--- config.mk ---
export PLATFORM = sky130hd
export DESIGN_NAME = residual_sram_arbiter
export DESIGN_NICKNAME = d
export VERILOG_FILES = /design/src/rtl/residual_arb_pkg.sv /design/src/rtl/residual_port_arb.sv /design/src/rtl/residual_sram_arbiter.sv
export SDC_FILE = /design/constraint.sdc
export NUM_CORES = 1
export LEC_CHECK = 0
export ABC_AREA = 1
export CORE_AREA = 2 2 483 485
export CTS_CLUSTER_SIZE = 10
export DETAILED_ROUTE_END_ITERATION = 7
export DIE_AREA = 0 0 485 487
export PLACE_DENSITY_LB_ADDON = 0.15
export SYNTH_ARGS = -nofsm -noshare
export SYNTH_HDL_FRONTEND = slang
export SYNTH_HIERARCHICAL = 1
export SYNTH_SLANG_ARGS = --single-unit
--- constraint.sdc ---
create_clock -name clk -period 3.45 [get_ports clk]
set_clock_uncertainty 0.1 [all_clocks]
set_input_delay 1.035 -clock clk [delete_from_list [all_inputs] [get_ports clk]]
set_output_delay 1.035 -clock clk [all_outputs]
set_load 0.05 [all_outputs]
--- src/rtl/residual_arb_pkg.sv ---
// Shared types for the residual SRAM arbiter: requester identity, read tag and
// starvation counter width.
package residual_arb_pkg;

  localparam int STARVE_W = 3;

  typedef enum logic {
    REQ_CORE = 1'b0,
    REQ_HOST = 1'b1
  } req_id_t;

  typedef struct packed {
    logic    valid;
    req_id_t owner;
  } rd_tag_t;

endpackage

--- src/rtl/residual_port_arb.sv ---
// Two-requester arbiter for one SRAM port: CORE has priority, HOST takes the
// port once it has lost STARVE_LIMIT consecutive cycles.
module residual_port_arb
  import residual_arb_pkg::*;
#(
  parameter int STARVE_LIMIT = 4
) (
  input  logic    clk,
  input  logic    rstn,
  input  logic    core_req,
  input  logic    host_req,
  output logic    core_gnt,
  output logic    host_gnt,
  output req_id_t winner
);

  logic [STARVE_W-1:0] host_starve;
  logic                host_wins;

  always_comb begin
    host_wins = host_req && (!core_req || (host_starve >= STARVE_W'(STARVE_LIMIT)));
    host_gnt  = host_wins;
    core_gnt  = core_req && !host_wins;
    winner    = host_wins ? REQ_HOST : REQ_CORE;
  end

  // Saturating count of consecutive cycles HOST asked and lost.
  always_ff @(posedge clk or negedge rstn) begin
    if (!rstn) begin
      host_starve <= '0;
    end else if (host_req && !host_wins) begin
      if (host_starve != {STARVE_W{1'b1}}) host_starve <= host_starve + 1'b1;
    end else begin
      host_starve <= '0;
    end
  end

endmodule

--- src/rtl/residual_sram_arbiter.sv ---
// Shares the residual SRAM write and read ports between CORE and HOST, registers
// the winning commands and steers read returns back to their issuer.
module residual_sram_arbiter
  import residual_arb_pkg::*;
#(
  parameter int ADDR_WIDTH   = 10,
  parameter int DATA_WIDTH   = 128,
  parameter int SRAM_RD_LAT  = 1,
  parameter int STARVE_LIMIT = 4
) (
  input  logic                  clk,
  input  logic                  rstn,
  input  logic                  core_wreq,
  input  logic [ADDR_WIDTH-1:0] core_waddr,
  input  logic [DATA_WIDTH-1:0] core_wdata,
  input  logic [DATA_WIDTH-1:0] core_bwe,
  output logic                  core_wgnt,
  input  logic                  core_rreq,
  input  logic [ADDR_WIDTH-1:0] core_raddr,
  output logic                  core_rgnt,
  output logic                  core_rvalid,
  output logic [DATA_WIDTH-1:0] core_rdata,
  input  logic                  host_wreq,
  input  logic [ADDR_WIDTH-1:0] host_waddr,
  input  logic [DATA_WIDTH-1:0] host_wdata,
  input  logic [DATA_WIDTH-1:0] host_bwe,
  output logic                  host_wgnt,
  input  logic                  host_rreq,
  input  logic [ADDR_WIDTH-1:0] host_raddr,
  output logic                  host_rgnt,
  output logic                  host_rvalid,
  output logic [DATA_WIDTH-1:0] host_rdata,
  output logic                  sram_wen,
  output logic [ADDR_WIDTH-1:0] sram_waddr,
  output logic [DATA_WIDTH-1:0] sram_wdata,
  output logic [DATA_WIDTH-1:0] sram_bwe,
  output logic                  sram_ren,
  output logic [ADDR_WIDTH-1:0] sram_raddr,
  input  logic [DATA_WIDTH-1:0] sram_rdata
);

  localparam int TAG_DEPTH = 1 + SRAM_RD_LAT;

  req_id_t wr_winner;
  req_id_t rd_winner;
  logic    wr_any;
  logic    rd_any;
  rd_tag_t tag_pipe [TAG_DEPTH];

  residual_port_arb #(.STARVE_LIMIT(STARVE_LIMIT)) u_wr_arb (
    .clk      (clk),
    .rstn     (rstn),
    .core_req (core_wreq),
    .host_req (host_wreq),
    .core_gnt (core_wgnt),
    .host_gnt (host_wgnt),
    .winner   (wr_winner)
  );

  residual_port_arb #(.STARVE_LIMIT(STARVE_LIMIT)) u_rd_arb (
    .clk      (clk),
    .rstn     (rstn),
    .core_req (core_rreq),
    .host_req (host_rreq),
    .core_gnt (core_rgnt),
    .host_gnt (host_rgnt),
    .winner   (rd_winner)
  );

  assign wr_any = core_wgnt || host_wgnt;
  assign rd_any = core_rgnt || host_rgnt;

  // Command stage: accepted requests become SRAM commands one cycle later.
  always_ff @(posedge clk or negedge rstn) begin
    if (!rstn) begin
      sram_wen   <= 1'b0;
      sram_waddr <= '0;
      sram_wdata <= '0;
      sram_bwe   <= '0;
      sram_ren   <= 1'b0;
      sram_raddr <= '0;
    end else begin
      sram_wen <= wr_any;
      sram_ren <= rd_any;
      if (wr_any) begin
        sram_waddr <= (wr_winner == REQ_HOST) ? host_waddr : core_waddr;
        sram_wdata <= (wr_winner == REQ_HOST) ? host_wdata : core_wdata;
        sram_bwe   <= (wr_winner == REQ_HOST) ? host_bwe   : core_bwe;
      end else begin
        sram_bwe   <= '0;
      end
      if (rd_any) sram_raddr <= (rd_winner == REQ_HOST) ? host_raddr : core_raddr;
    end
  end

  // Tag stage: owner of each in-flight read, aligned with its SRAM return.
  always_ff @(posedge clk or negedge rstn) begin
    if (!rstn) begin
      for (int i = 0; i < TAG_DEPTH; i++) tag_pipe[i] <= '0;
    end else begin
      tag_pipe[0] <= rd_tag_t'{valid: rd_any, owner: rd_winner};
      for (int i = 1; i < TAG_DEPTH; i++) tag_pipe[i] <= tag_pipe[i-1];
    end
  end

  assign core_rvalid = tag_pipe[TAG_DEPTH-1].valid && (tag_pipe[TAG_DEPTH-1].owner == REQ_CORE);
  assign host_rvalid = tag_pipe[TAG_DEPTH-1].valid && (tag_pipe[TAG_DEPTH-1].owner == REQ_HOST);
  assign core_rdata  = sram_rdata;
  assign host_rdata  = sram_rdata;

endmodule

==> flow_metrics.env <==
export IMPL_synth_xor_area_share_pct=0
export IMPL_cts_buffers=49
export IMPL_cts_path_max_buffers=3
export IMPL_die_w_um=485
export IMPL_vias=14743
export IMPL_cts_num_sinks=287
export IMPL_p_leak_uw=0.0116
export IMPL_start_util_pct=6.45
export IMPL_ys_seq_area_share_pct=48.1
export IMPL_synth_edf_count=0
export IMPL_timing_final_crit_share_pct=97.8
export IMPL_cp_max_fo=3
export IMPL_syn_inst=1965
export IMPL_yosys_warnings=6
export IMPL_first_pass_iters=5
export IMPL_post_cts_resized=0
export IMPL_place_gp_congestion=0.800
export IMPL_status="completed"
export IMPL_finalHoldViolCount=0
export IMPL_first_global_vias=16144
export IMPL_p_int_uw=8410
export IMPL_cts_hold_buf=0
export IMPL_h_tree_depth=2
export IMPL_clk_latency_ns=0.66
export IMPL_drt_first_iter_violations=731
export IMPL_p_sw_uw=4860
export IMPL_startpoint_type="input pin"
export IMPL_area_delta_synth_final_pct=80.5
export IMPL_synth_top_cell_by_area="dfrtp_1"
export IMPL_die_h_um=487
export IMPL_synthTopCellsByCount="nand2_1 (1155), dfrtp_1 (287), buf_4 (276)"
export IMPL_path_class="input pin to output pin"
export IMPL_layout_setup_ws_ns=0.0773
export IMPL_ys_ff_latch=287
export IMPL_place_ws_ns=0.0588
export IMPL_rows=177
export IMPL_syn_nets=2655
export IMPL_die_area_um2=236000
export IMPL_yosysTopAreaCellShare_pct=48.1
export IMPL_peakVddDrop_uv=374
export IMPL_cts_tree="built"
export IMPL_synth_area_leaders="dfrtp_1 (48%), nand2_1 (29%), buf_4 (14%), a21oi_1 (4.4%), buf_2 (2.2%)"
export IMPL_post_cts_buffers=0
export IMPL_cts_root_buf="clkbuf_16"
export IMPL_hpwl_um=108000
export IMPL_synth_avg_cell_area_um2=7.60
export IMPL_cp_arrival_ns=2.24
export IMPL_antenna_found_initial=8
export IMPL_io_pins=1226
export IMPL_placed_area_um2=25200
export IMPL_slew_headroom_pct=47.3
export IMPL_r2r_start="u_rd_arb/host_starve[2]$_DFFE_PN0P_"
export IMPL_critPathLaunch="host_wreq"
export IMPL_power_density_nw_per_um2=492
export IMPL_max_slew_worst_pin_slew_ns=0.788
export IMPL_p_sw_share_pct=36.6
export IMPL_post_drt_wl_per_cell_um=23.2
export IMPL_min_period_ns=3.37
export IMPL_ys_types=17
export IMPL_synth_async_reset_ratio_pct=100
export IMPL_rsz0062_at_grt="no"
export IMPL_synth_compound_area_share_pct=4.62
export IMPL_layout_nets=3243
export IMPL_pwr_share_seq_pct=29.4
export IMPL_yosys_area_share_simple_pct=29.3
export IMPL_cp_end_kind="output pin"
export IMPL_slew_viol_final=0
export IMPL_syn_area_um2=14900
export IMPL_drc=0
export IMPL_drive_gt1_share_pct=7.99
export IMPL_critPathRequiredTime_ns=2.31
export IMPL_vias_per_cell=2.61
export IMPL_fin_hold_ws_ns=0.230
export IMPL_core_area_um2=231000
export IMPL_fmax_ghz=0.297
export IMPL_clock_power_share_pct=41.7
export IMPL_ys_flop_type="dfrtp_1"
export IMPL_stdcell_area_um2=27000
export IMPL_cap_violations=0
export IMPL_synth_adder_area_share_pct=0.335
export IMPL_clkTransAtPathRegs_ns=0.05
export IMPL_antenna_left=0
export IMPL_setup_viol=0
export IMPL_grt_start_max_net_pins=91
export IMPL_tns_ns=0
export IMPL_routed_wl_um=131000
export IMPL_track_usage_pct=10.7
export IMPL_synth_mux_area_share_pct=0
export IMPL_hold_path_class="input pin to async pin"
export IMPL_synth_top_family_by_area="simple AND/OR/NAND/NOR gates"
export IMPL_grt_pass1_wl_um=168000
export IMPL_grt_ovfl_total=0
export IMPL_combPwrFrac_pct=28.9
export IMPL_synth_most_common_cell="nand2_1"
export IMPL_io_buffers=841
[cells in the final DEF, fill, tap and decap left out, drive strengths merged]
cell type,n
a21boi,4
a21oi,132
buf,120
bufinv,6
clkbuf,71
clkdlybuf4s50,781
clkinv,11
clkinvlp,3
dfrtp,287
diode,4
ha,4
inv,11
nand2,1155
nand3,2
nor2,5
[final cells by class]
cell class / instances / area (µm²)
inverters: 12 / 62.6
flip-flops and latches: 287 / 7180
clock inverters: 19 / 289
well taps: 3043 / 3810
fillers: 26667 / 204000
clock buffers: 71 / 1450
repair buffers: 901 / 9030
diodes: 4 / 10.0
multi-input cells: 1302 / 5130
[registers in the layout (all words and copies together) (netlist names)]
register / flops
u_wr_arb/host_starve: 3
sram_wen: 1
sram_bwe: 128
sram_wdata: 128
sram_waddr: 10
u_rd_arb/host_starve: 3
sram_raddr: 10
tag_pipe: 4
[kinds of logic (layout without fill, tap and decap cells)]
| logic type | Yosys count | after routing |
|---|---|---|
| buffers and inverters | 376 | 1003 |
| adder cells (fa/ha/maj) | 4 | 4 |
| other | 0 | 4 |
| AND/OR/NAND/NOR | 1162 | 1162 |
| flip-flops | 287 | 287 |
| AO/OA/AOI/OAI | 136 | 136 |
[power by group through the flow]
stage | Sequential, µW | Combinational (µW) | Clock, µW
after detailed placement | 3970 | 3960 | 0
after global placement | 3970 | 3980 | 0
after CTS | 3920 | 3980 | 5850
after global routing | 3950 | 4130 | 5900
after floorplan | 5030 | 1430 | 0
final | 3910 | 3840 | 5530
[per-stage QoR]
step	std cells	power, µW	utilization (%)
finish	5639	13300	11.6
global route	5636	14000	11.6
CTS	5635	13700	11.6
detailed placement	5545	7930	10.9
global placement	5545	7950	10.9
floorplan	1965	6460	-
[worst paths after layout]
kind                            cells past startpoint  slack (ns)                          end
worst max-delay path                                4        0.08                    host_wgnt
worst min-delay path                                1        0.23  sram_wdata[114]$_DFFE_PN0P_
worst max register to register                      7        1.21    sram_raddr[7]$_DFFE_PN0P_
worst min register to register                      0        0.25        tag_pipe[0]$_DFF_PN0_
max in group asynchronous                           2        2.21        tag_pipe[3]$_DFF_PN0_
min in group clk                                    0        0.25        tag_pipe[0]$_DFF_PN0_
[worst max-delay path, stage by stage]
cell,delay [ns]
clkdlybuf4s50_1,0.54
a21boi_4,0.35
buf_12,0.17
buf_12,0.13
[per-layer routing]
| layer | vias up | GRT usage [%] | wire (µm) |
|---|---|---|---|
| li1 | 6937 | - | - |
| met1 | 6772 | 11.0 | 46700 |
| met2 | 829 | 18.2 | 63000 |
| met3 | 205 | 5.48 | 15500 |
| met4 | 0 | 4.31 | 5370 |
| met5 | - | 0 | 0 |
Note: power is estimated with default switching activity, not from simulation.
